**config.mk**
```make
export PLATFORM = sky130hd
export DESIGN_NAME = cam_capture_ctrl
export DESIGN_NICKNAME = d
export VERILOG_FILES = /design/src/rtl/cam_capture_ctrl.sv
export SDC_FILE = /design/constraint.sdc
export NUM_CORES = 1
export LEC_CHECK = 0
export ABC_AREA = 1
export CORE_ASPECT_RATIO = 0.8
export CORE_UTILIZATION = 36
export DETAILED_ROUTE_END_ITERATION = 16
export SLEW_MARGIN = 25
export SYNTH_ARGS = -nofsm -noshare
export SYNTH_HDL_FRONTEND = slang
export SYNTH_SLANG_ARGS = --single-unit
```
**constraint.sdc**
```tcl
create_clock -name clk -period 1.6 [get_ports clk]
set_input_delay 0.32 -clock clk [delete_from_list [all_inputs] [get_ports clk]]
set_output_delay 0.32 -clock clk [all_outputs]
set_load 0.01 [all_outputs]
```
**src/rtl/cam_capture_ctrl.sv**
```systemverilog
// rtl/cam_capture_ctrl.sv - frame-aware OV7670 capture sequencer writing RGB332 pixels to a frame buffer
module cam_capture_ctrl #(
    parameter int ADDR_W       = 15,
    parameter int FRAME_PIXELS = 19200
) (
    input  logic              clk,
    input  logic              rst,
    input  logic              start,
    input  logic              cont,
    input  logic              vsync,
    input  logic              href,
    input  logic [7:0]        data,
    output logic [ADDR_W-1:0] mem_addr,
    output logic [7:0]        mem_data,
    output logic              mem_we,
    output logic              busy,
    output logic              done,
    output logic              overflow
);

    typedef enum logic [2:0] {
        S_IDLE,
        S_ARM,
        S_SYNC,
        S_CAPTURE,
        S_DONE
    } state_t;

    // One extra count bit so the comparison against FRAME_PIXELS never wraps.
    localparam logic [ADDR_W:0] FRAME_PIX_C = FRAME_PIXELS[ADDR_W:0];
    localparam logic [ADDR_W:0] COUNT_ONE_C = {{ADDR_W{1'b0}}, 1'b1};

    state_t            state_q, state_d;
    logic              phase_q, phase_d;
    logic [7:0]        byte1_q, byte1_d;
    logic [ADDR_W:0]   count_q, count_d;
    logic [ADDR_W-1:0] addr_q, addr_d;
    logic [7:0]        pix_q, pix_d;
    logic              we_q, we_d;
    logic              ovf_q, ovf_d;

    always_comb begin
        state_d = state_q;
        phase_d = phase_q;
        byte1_d = byte1_q;
        count_d = count_q;
        addr_d  = addr_q;
        pix_d   = pix_q;
        we_d    = 1'b0;
        ovf_d   = ovf_q;

        case (state_q)
            S_IDLE: begin
                if (start) begin
                    state_d = S_ARM;
                end
            end
            S_ARM: begin
                if (vsync) begin
                    state_d = S_SYNC;
                end
            end
            S_SYNC: begin
                if (!vsync) begin
                    state_d = S_CAPTURE;
                    count_d = '0;
                    phase_d = 1'b0;
                    ovf_d   = 1'b0;
                end
            end
            S_CAPTURE: begin
                // Frame end wins over any half-assembled pixel.
                if (vsync) begin
                    state_d = S_DONE;
                    phase_d = 1'b0;
                end else if (href) begin
                    if (!phase_q) begin
                        byte1_d = data;
                        phase_d = 1'b1;
                    end else begin
                        phase_d = 1'b0;
                        if (count_q < FRAME_PIX_C) begin
                            we_d    = 1'b1;
                            pix_d   = {byte1_q[7:5], byte1_q[2:0], data[4:3]};
                            addr_d  = count_q[ADDR_W-1:0];
                            count_d = count_q + COUNT_ONE_C;
                        end else begin
                            ovf_d = 1'b1;
                        end
                    end
                end else begin
                    phase_d = 1'b0;
                end
            end
            S_DONE: begin
                state_d = cont ? S_SYNC : S_IDLE;
            end
            default: begin
                state_d = S_IDLE;
            end
        endcase
    end

    always_ff @(posedge clk) begin
        if (rst) begin
            state_q <= S_IDLE;
            phase_q <= 1'b0;
            byte1_q <= '0;
            count_q <= '0;
            addr_q  <= '0;
            pix_q   <= '0;
            we_q    <= 1'b0;
            ovf_q   <= 1'b0;
        end else begin
            state_q <= state_d;
            phase_q <= phase_d;
            byte1_q <= byte1_d;
            count_q <= count_d;
            addr_q  <= addr_d;
            pix_q   <= pix_d;
            we_q    <= we_d;
            ovf_q   <= ovf_d;
        end
    end

    assign mem_addr = addr_q;
    assign mem_data = pix_q;
    assign mem_we   = we_q;
    assign overflow = ovf_q;
    assign done     = (state_q == S_DONE);
    assign busy     = (state_q == S_ARM) || (state_q == S_SYNC) || (state_q == S_CAPTURE)
                   || ((state_q == S_DONE) && cont);

endmodule

```
-- Word level (Yosys, flattened, before mapping)
Cells that the tools add are included.
- $add $sub $neg: 1
- $mul: 0
- divide/modulo/power cells: 0
- order comparisons: 1
- eq/ne operators: 13
- shift-type cells: 0
- muxes and demuxes: 23
- bitwise logic cells: 4
- reduce and logical (&&, ||, !) cells: 13
- operator list (operator ; count):
    $mux W16 ; 5
    $pmux W16 S2 ; 1
    $ne A2 B2 Y1 const B ; 9
    $add A16 B1 Y16 const B ; 1
    $lt A16 B15 Y1 const B ; 1
    $pmux W3 S5 ; 1
    $mux W3 ; 4
    $reduce_and A6 Y1 ; 2
    $mux W1 ; 9
    $reduce_and A4 Y1 ; 2
    $eq A3 B2 Y1 const B ; 2
    $reduce_and A5 Y1 ; 1
    $reduce_or A5 Y1 ; 1
    $not A1 Y1 ; 4
    $pmux W1 S2 ; 2
    $eq A3 B1 Y1 const B ; 1
    $eq A3 B3 Y1 const B ; 1
    $logic_not A3 Y1 ; 1
    $logic_or A1 B1 Y1 ; 3
    $mux W2 ; 1
    $reduce_and A2 Y1 ; 1
    $reduce_bool A2 Y1 ; 1
    $logic_and A1 B1 Y1 ; 1
- bits in registers: 53
- bits in latches: 0
- RAM bits: 0
- bits in read-only memories: 0
- bits of input ports: 14
- output and inout port bits: 27
- word-level logic and storage cells: 63
- memories kept: 0

-- Logic depth before layout (Yosys ltp)
- depth after elaboration: 6
- depth in mapped cells: 10
- gate-level depth less buffers: 10

-- Worst setup path after synthesis
Ideal clock, no wire load.
- path type: flip-flop to flip-flop
- from: reg count_q[9]
- to: reg addr_q[12] (netlist: mem_addr[12])
- library setup time: 0.132 ns
- data arrival time: 1.196 ns
- required time: 1.468 ns
- slack: 0.272 ns
- stages on the path, launching flop included: 10
- buffers on the path: 2
- period minus slack after synthesis: 1.328 ns
- path through: dfxtp_1 buf_2 nand3_1 nand4_2 nand2_1 nand2_4 clkinv_2 buf_6 nand2_1 a21oi_1
- longest elaborated chain between the ends: 2
- ends and longest elaborated chain (element ; RTL line ; RTL):
    start: declaration ; 36 ; logic [ADDR_W:0] count_q, count_d;
    start signal: assignment ; 118 ; count_q <= count_d;
    $lt A16 B15 Y1 ; 82 ; if (count_q < FRAME_PIX_C) begin
    $reduce_and A5 Y1 (no line) ; - ;
    end signal: assignment ; 119 ; addr_q <= addr_d;
    end: declaration ; 37 ; logic [ADDR_W-1:0] addr_q, addr_d;
Every way passes these cells.
A chain may end at the register's enable or synchronous reset.

-- Worst setup path in the final report
- from: reg ovf_q (netlist: overflow)
- to: out overflow
- RTL lines (element ; RTL line ; RTL):
    start: declaration ; 40 ; logic ovf_q, ovf_d;
    start signal: assignment ; 122 ; ovf_q <= ovf_d;
    end: declaration ; 18 ; output logic overflow
No word-level cell between the ends.

==> run metrics <==
first-pass GRT wire length 9039 um; Mapped Nets 362; # clock sinks 51; drt wl/cell 11.34 um; Site Rows 26; critical path depth 1; Crit-path slowest cell clkdlybuf4s50_1; Final Max Slew Viols 0; Yosys Warn Count 0; syn_area_per_cell about 7 um2; Pwr Density 818.8 nW/um2; clock period minus worst slack 1541 ps; Mapped Cells around 350; CP Capture Type output pin; Seq/Total Area, Yosys 43.11%; top cells by area, synth dfxtp_1 (43%), nand2_1 (18%), a21oi_1 (8.2%); Buf+Inv Stages, Crit Path 1; critical path fanouts, max 2; pin count of the biggest net entering global routing 31; DRT Pass-1 Iters 4; Final WS setup slightly below 60 ps; core area around 6400 um2; top-count cell post-synth nand2_1; initial DRC count between 90 and 100; final net count 426; maximum clock frequency about 650 MHz; via/cell ratio 4.641; CP cell instances clkdlybuf4s50_1; Worst R2R Path Depth 11; CP startpoint kind register; Max VDD drop 504.9 uV; mux contribution to synthesized area 0%; Yosys top cell by area dfxtp_1; RSZ-0062 raised after global routing true; critical path's largest stage delay between 500 and 600 ps; Seq cells post-synth between 50 and 60; Mapped Area 2369 um2; placed cells 486; worst skew pair latency 300 ps; clock tree buffer depth 2; Die H 74.55 um; top post-synthesis cells by count nand2_1 (114), dfxtp_1 (51), nor2_1 (43); clock skew between 2 and 3 ps; initial core utilization 37.15%; Placer Congestion 0.8564; Post-synth top flop dfxtp_1; number of distinct library cells after synthesis 26; status completed; crit path kind reg2out; # port buffers 40; CP required around 1300 ps; Slew @ Worst Pin 489.3 ps; clock root buffer clkbuf_8; DRT antenna net count 0; share of cells above drive strength 1 14.56%; initial antenna violation count 0; CTS H-tree depth 2; post-synthesis compound-gate area fraction 11.62%; IO Count approximately 40; relative slew slack 67.34%; die width 92.69 um; XOR/XNOR share of the synthesized area less than 1%; Worst Hold Class reg2reg; DRC violations left 0; via count between 2000 and 2500; TritonCTS Buffers 5; ANT cells 0; setup violators final 0; fin cells 496; gr usage total 16.84%; vias in the first global route approximately 2000; CTS tree yes; Hold Crit Depth 2; Leak 1.226 nW; Yosys top cell area share 43.11%; Max Cap Viol 0; number of synthesized flops with an enable pin 0; asr flop ratio synth 0%; Post-Synth Adder-Cell Area 0.5283%; DP HPWL 4007 um; area growth from synthesis to layout 35.34%; delay-heaviest family, CP buffers and inverters; CP arrival 1220 ps; Synth Area in Simple Gates 35.71%; post-place setup slack -192.7 ps; largest family of logic cells by synthesized area simple AND/OR/NAND/NOR gates; Tcrit/Tclk final 96.29%; total chip power approximately 2.6 mW; grt ovf 0; Worst-path clk slew 90 ps; DRT Wirelength 5623 um; Die ar. 6910 um2; final count of hold timing violations 0
==> where the power goes <==
group	switching, mW	internal (mW)	total [mW]
clock network	0.436	0.507	0.943
logic	0.195	0.166	0.362
registers	0.0260	1.29	1.32
==> cell type report <==
cell class / instances / area, um2
tap: 84 / 105.1
clock inverter: 2 / 35.03
fill: 659 / 3171
inverter: 30 / 116.4
timing repair buffer: 71 / 673.1
multi-input combinational: 252 / 1164
sequential: 51 / 1030
clock buffer: 6 / 82.58
==> final timing paths <==
| kind | from | end | slack [ps] |
|---|---|---|---|
| max | overflow | overflow | 60 |
| min | byte1_q[0] | mem_data[2] | 460 |
| max reg2reg | state_q[2] | mem_addr[5] | 110 |
| min reg2reg | byte1_q[0] | mem_data[2] | 460 |
==> per-layer routing <==
layer  global-route usage [%]  vias up  share of wire, %
met4                    5.299        0               1.1
met3                    3.374        7               3.3
met5                        0        -                 0
met2                    26.17       36                44
met1                    23.66     1027                52
li1                         -     1232                 -
==> sequential cells by signal, summed over array words and instances, names as in the netlist <==
name and count:
mem_we 1, count_q 16, overflow 1, byte1_q 6, mem_data 8, mem_addr 15, phase_q 1, state_q 3
==> per-stage QoR <==
step	TNS [ps]	instance area, um2	util (%)	hold WS [ps]
6_report	0	3206	50.27	464.8
4_1_cts	0	3178	49.84	468.1
5_1_grt	-20.51	3206	50.27	489.8
3_3_place_gp	-2364	3050	47.84	448.2
2_1_floorplan	0	2369	-	439.0
3_5_place_dp	-3255	3050	47.84	452.9
==> timing repair <==
action                                  4_1_cts  5_1_grt
endpoints found under the setup margin        2       16
endpoints found under the hold margin         0        0
pin swaps                                     1        1
gates cloned                                  0        0
resized for setup                            11        8
hold buffers                                  0        0
buffers inserted                              0        2
==> kinds of logic after synthesis <==
kind of cell    Yosys count
simple gates            198
compound gates           52
flops                    51
buf+inv                  44
fa+ha+maj                 1
xor+xnor                  1
==> cell usage in the layout, fill, tap and decap left out, types with 6 or more instances in the layout <==
| cell type | instances |
|---|---|
| nand3_1 | 26 |
| clkdlybuf4s50_1 | 38 |
| dfxtp_1 | 48 |
| o21ai_0 | 10 |
| nand2_1 | 113 |
| inv_1 | 26 |
| nor2_1 | 42 |
| a21oi_1 | 39 |
| clkbuf_8 | 6 |
| buf_4 | 27 |
Power figures use the tool's default switching activity.
